[src/rtl/itof.sv]
// Signed 32-bit integer to IEEE-754 single converter, three register stages.
// Define ITOF_STALL_EN to add a stall input that freezes the whole pipeline.
module itof #(
  parameter bit TRUNC = 1'b0
) (
  input  logic        clk,
  input  logic        rstn,
  input  logic        stage1_valid,
  input  logic [31:0] x,
  output logic [31:0] y,
  output logic        valid
`ifdef ITOF_STALL_EN
  ,
  input  logic        stall
`endif
);

  logic adv;
`ifdef ITOF_STALL_EN
  assign adv = ~stall;
`else
  assign adv = 1'b1;
`endif

  // Stage 1: sign/magnitude split
  logic        s1_valid_q;
  logic        s1_sign_q, s1_sign_d;
  logic        s1_zero_q, s1_zero_d;
  logic [31:0] s1_mag_q, s1_mag_d;

  always_comb begin
    s1_sign_d = x[31];
    s1_mag_d  = x[31] ? (~x + 32'd1) : x;
    s1_zero_d = (x == '0);
  end

  // Stage 2: normalise
  logic        s2_valid_q;
  logic        s2_sign_q, s2_zero_q;
  logic [7:0]  s2_exp_q, s2_exp_d;
  logic [22:0] s2_man_q, s2_man_d;
  logic        s2_g_q, s2_g_d;
  logic        s2_st_q, s2_st_d;
  logic [4:0]  lz;
  logic [31:0] norm;

  always_comb begin
    lz = 5'd31;
    // Ascending scan: the highest set bit is the last to write lz.
    for (int unsigned i = 0; i < 32; i++) begin
      if (s1_mag_q[i]) lz = 5'(31 - i);
    end
    norm     = s1_mag_q << lz;
    s2_exp_d = 8'd158 - {3'd0, lz};
    s2_man_d = norm[30:8];
    s2_g_d   = norm[7];
    s2_st_d  = |norm[6:0];
  end

  // Stage 3: round and pack
  logic        rnd;
  logic [23:0] man_sum;
  logic [7:0]  exp_r;
  logic [31:0] y_d;

  always_comb begin
    rnd     = TRUNC ? 1'b0 : (s2_g_q & (s2_st_q | s2_man_q[0]));
    man_sum = {1'b0, s2_man_q} + {23'd0, rnd};
    exp_r   = man_sum[23] ? (s2_exp_q + 8'd1) : s2_exp_q;
    y_d     = s2_zero_q ? '0 : {s2_sign_q, exp_r, man_sum[22:0]};
  end

  always_ff @(posedge clk) begin
    if (!rstn) begin
      s1_valid_q <= 1'b0;
      s1_sign_q  <= 1'b0;
      s1_zero_q  <= 1'b0;
      s1_mag_q   <= '0;
      s2_valid_q <= 1'b0;
      s2_sign_q  <= 1'b0;
      s2_zero_q  <= 1'b0;
      s2_exp_q   <= '0;
      s2_man_q   <= '0;
      s2_g_q     <= 1'b0;
      s2_st_q    <= 1'b0;
      valid      <= 1'b0;
      y          <= '0;
    end else if (adv) begin
      s1_valid_q <= stage1_valid;
      s1_sign_q  <= s1_sign_d;
      s1_zero_q  <= s1_zero_d;
      s1_mag_q   <= s1_mag_d;
      s2_valid_q <= s1_valid_q;
      s2_sign_q  <= s1_sign_q;
      s2_zero_q  <= s1_zero_q;
      s2_exp_q   <= s2_exp_d;
      s2_man_q   <= s2_man_d;
      s2_g_q     <= s2_g_d;
      s2_st_q    <= s2_st_d;
      valid      <= s2_valid_q;
      y          <= y_d;
    end
  end

endmodule

[config.mk]
export PLATFORM = sky130hd
export DESIGN_NAME = itof
export DESIGN_NICKNAME = d
export VERILOG_FILES = /design/src/rtl/itof.sv
export SDC_FILE = /design/constraint.sdc
export NUM_CORES = 1
export LEC_CHECK = 0
export ABC_AREA = 1
export CORE_MARGIN = 5
export CORE_UTILIZATION = 57
export CTS_CLUSTER_SIZE = 24
export DETAILED_ROUTE_END_ITERATION = 10
export HOLD_SLACK_MARGIN = 0.02
export PLACE_DENSITY = 0.81
export SLEW_MARGIN = 20
export SYNTH_ARGS = -nofsm -noshare
export SYNTH_HDL_FRONTEND = slang
export SYNTH_SLANG_ARGS = --single-unit
[constraint.sdc]
create_clock -name clk -period 3.2 [get_ports clk]
set_clock_uncertainty 0.1 [all_clocks]
set_input_delay 0.32 -clock clk [delete_from_list [all_inputs] [get_ports clk]]
set_output_delay 0.32 -clock clk [all_outputs]
set_load 0.03 [all_outputs]
==> metrics.md <==
| Metric | Value |
|---|---|
| Status | `complete, but fails checks` |
| Violated checks | `setup timing` |
| GRT Max-Usage Layer | `met2` |
| Peak Freq | `303 MHz` |
| Crit path to | `y[30]` |
| Fin nets | `1029` |
| Final Worst Setup Slack | `-103 ps` |
| Gr usage total | `23.5%` |
| Max Root-Sink Buffers | `2` |
| Initial antenna violation count | `0` |
| CP delay by family, top | `simple AND/OR/NAND/NOR gates` |
| Crit path time final | `3300 ps` |
| Final core area utilization | `approximately three quarters` |
| Synth Register Bits | `104` |
| Iter 0 DRT Violations | `556` |
| GPL Wtd Cong | `~0.94` |
| Largest net degree at the start of global routing | `35` |
| Power Total | `3.55 mW` |
| Grt ovf | `0` |
| Area growth syn-to-layout | `30.0%` |
| CTS root buf | `clkbuf_8` |
| Rows | `37` |
| Initial Util | `57.5%` |
| Tcrit/Tclk final | `103%` |
| HPWL after detailed placement | `11500 microns` |
| Final setup viols | `13` |
| Least-Margin Pin Slew | `approximately 1000 ps` |
| Die ar. | `12400 sq um` |
| Die height | `111 microns` |
| Final Hold Fails | `0` |
| IO Port Bufs | `67` |
| Crit-path max cell delay | `approximately 370 ps` |
| Synthesized cell area | `5860 sq um` |
| Non-Filler Instances | `1130` |
| Worst rel slew slack | `34.4%` |
| Vias per cell | `5.58` |
| Slowest CP cell | `dfxtp_2` |
| Max Cap Viol | `0` |
| Dpl cells | `1087` |
| Clock transition at path regs | `approximately 100 ps` |
| Residual DRC | `0` |
| Leakage power | `3.39 nW` |
| HP Class | `flop to flop` |
| Post-place setup slack | `-285 ps` |
| Total number of vias | `roughly 6300` |
| Arr. time, crit path | `3480 ps` |
| GR Util met2 | `39.8%` |
| Hold slack | `between 300 and 400 ps` |
| Startpoint types | `flop` |
| Slew Limit Fails | `0` |
| Ys flop type | `dfxtp_1` |
| Cts hold-fix bufs | `0` |
| Area leader, netlist | `dfxtp_1` |
| Syn avg cell area | `about 6.6 sq um` |
| Met1 usage in global routing | `just under 30%` |
| Crit path from | `s2_man_q[0]` |
| Antenna fix cells | `0` |
| Clock Latency Late Sink | `approximately 380 ps` |
| Routed Antenna Nets | `0` |
| Ratio of cells with drive above 1 in the final layout | `17.2%` |
| VDD IR max | `approximately 0.28 mV` |
| Synth top area share | `35.5%` |
| Power Density | `roughly 470 nW/um^2` |
| CTS tree | `built` |
| Critical path class | `flop to flop` |
| Floorplan core area | `10200 sq um` |
| RSZ-0062 raised after global routing | `true` |
| Critical Path, Cell by Cell | `o21a_1 > ha_4 > nand3_4 > nor3_4 > nand2_2 > nor3_4 > nand3_2 > nor3_4 > nand2_2 > nor2_2 > nand2_1 > nor2_1 > inv_1 > nor2_1 > nand2_2 > nor2_2 > nand4_1 > nor3_2 > and2_4 > a21oi_2 > o21a_1` |
| Most frequent cells in the layout | `nand2_1, nand3_1, inv_1, dfxtp_1, nor2_1` |
| Critical path fanouts, max | `5` |
| Crit. End Element | `flop` |
| WL per Instance | `14.2 microns` |
| Synth Net Count | `924` |
| RR Startpoint | `s2_man_q[0]` |
| H-tree levels | `3` |
| Seq/Total Area, Yosys | `35.5%` |
| Crit Reg-Reg Endpoint | `y[30]` |
| Post-Route WL | `16000 microns` |
| Die W | `approximately 110 microns` |
| Area contributors post-synth | `dfxtp_1, nand3_1, nand2_1, inv_1, nor2_1` |
| Worst R2R Path Depth | `21` |
| Total CTS buffers | `9` |
| First-pass iteration count of the detailed router | `5` |
| CP Depth | `21` |
| Asr flop ratio synth | `0%` |
| Post-synth EDFFs | `0` |
| Ports | `68` |
| Leading cell type in the layout, fill and taps excluded | `nand2_1` |
| GR Layer Usage met3 | `2.93%` |
| CP required | `~3400 ps` |
| First-pass GRT wire length | `24400 microns` |
| Vias in the first global route | `5470` |
| Mapped Cells | `884` |
| Sink Count | `~100` |
| Synth warn | `0` |
| Hold path start | `s2_sign_q` |
| Unique cell type count in the Yosys netlist | `40` |
| WP buf/inv | `1` |
| Worst reg-to-reg setup slack | `-100 ps` |
==> cells in the mapped netlist, types with 3 or more instances <==
| library cell | instances |
|---|---|
| nand2_1 | 184 |
| nand3_1 | 140 |
| dfxtp_1 | 104 |
| inv_1 | 103 |
| nor2_1 | 88 |
| a21oi_1 | 51 |
| o21ai_0 | 49 |
| clkbuf_1 | 27 |
| nor3_1 | 23 |
| o211ai_2 | 21 |
| o211ai_1 | 15 |
| nand4_1 | 9 |
| nor4_1 | 8 |
| buf_1 | 5 |
| buf_6 | 5 |
| ha_1 | 5 |
| a31oi_1 | 4 |
| nor3_2 | 4 |
| o21a_1 | 4 |
| and3_1 | 3 |
| buf_2 | 3 |
| nor3b_1 | 3 |
| o21ai_1 | 3 |
==> per-layer routing <==
metal	vias to the layer above	wire (microns)
met3	58	1100
met5	-	0
met2	266	7590
li1	3172	-
met4	0	728
met1	2810	6590
==> how the worst min path moves through the flow <==
stage                      end  slack, ps  cells past startpoint
CTS                      y[31]        320                      2
global route             y[31]        340                      2
floorplan            s2_sign_q        290                      2
detailed placement   s2_sign_q        300                      2
global placement    s2_valid_q        300                      2
finish                   y[31]        320                      2
==> flip-flops by register name, summed over array words and instances (netlist names) <==
name,flops
s1_mag_q,32
s1_sign_q,1
s1_valid_q,1
s1_zero_q,1
s2_exp_q,8
s2_g_q,1
s2_man_q,23
s2_sign_q,1
s2_st_q,1
s2_valid_q,1
s2_zero_q,1
valid,1
y,32
==> stage by stage <==
stage,cell area [sq um],setup TNS [ps]
CTS,7130,0
global placement,6840,-453
global route,7610,-7570
detailed placement,6840,-800
finish,7610,-513
floorplan,5860,0
==> cell type report <==
class / instances / area, sq um
clock inverter: 7 / 73.8
inverter: 107 / 402
tap: 136 / 170
sequential: 104 / 2090
fill: 843 / 2570
timing repair buffer: 132 / 1270
clock buffer: 9 / 124
multi-input combinational: 635 / 3480
==> repair_timing <==
item / in CTS / in global routing
setup endpoints to repair: 15 / 41
gates resized for setup: 6 / 69
pin swaps: 0 / 26
setup buffers: 9 / 13
gates cloned: 0 / 5
==> cells by family (layout without fill, tap and decap cells) <==
kind of cell	after synthesis	after routing	synth area share [%]
AOI/OAI and AO/OA	158	158	17.7
adders and majority gates	5	5	1.07
buffers and inverters	147	255	10.1
DFF	104	104	35.5
and+or+nand+nor	470	472	35.6
==> where the power goes <==
part           internal, mW  switching, mW  leakage, nW
registers              1.43         0.0752        0.861
clock network         0.308          0.478        0.101
logic                 0.479          0.781         2.43
==> worst register-to-register path: cells and delay by family, from the launching register on <==
family                     cells  cell delay (ps)
and+or+nand+nor               16             2190
adders and majority gates      1              160
AOI/OAI and AO/OA              3              310
buffers and inverters          1               70
DFF                            1              370
(Power assumes the default switching activity.)
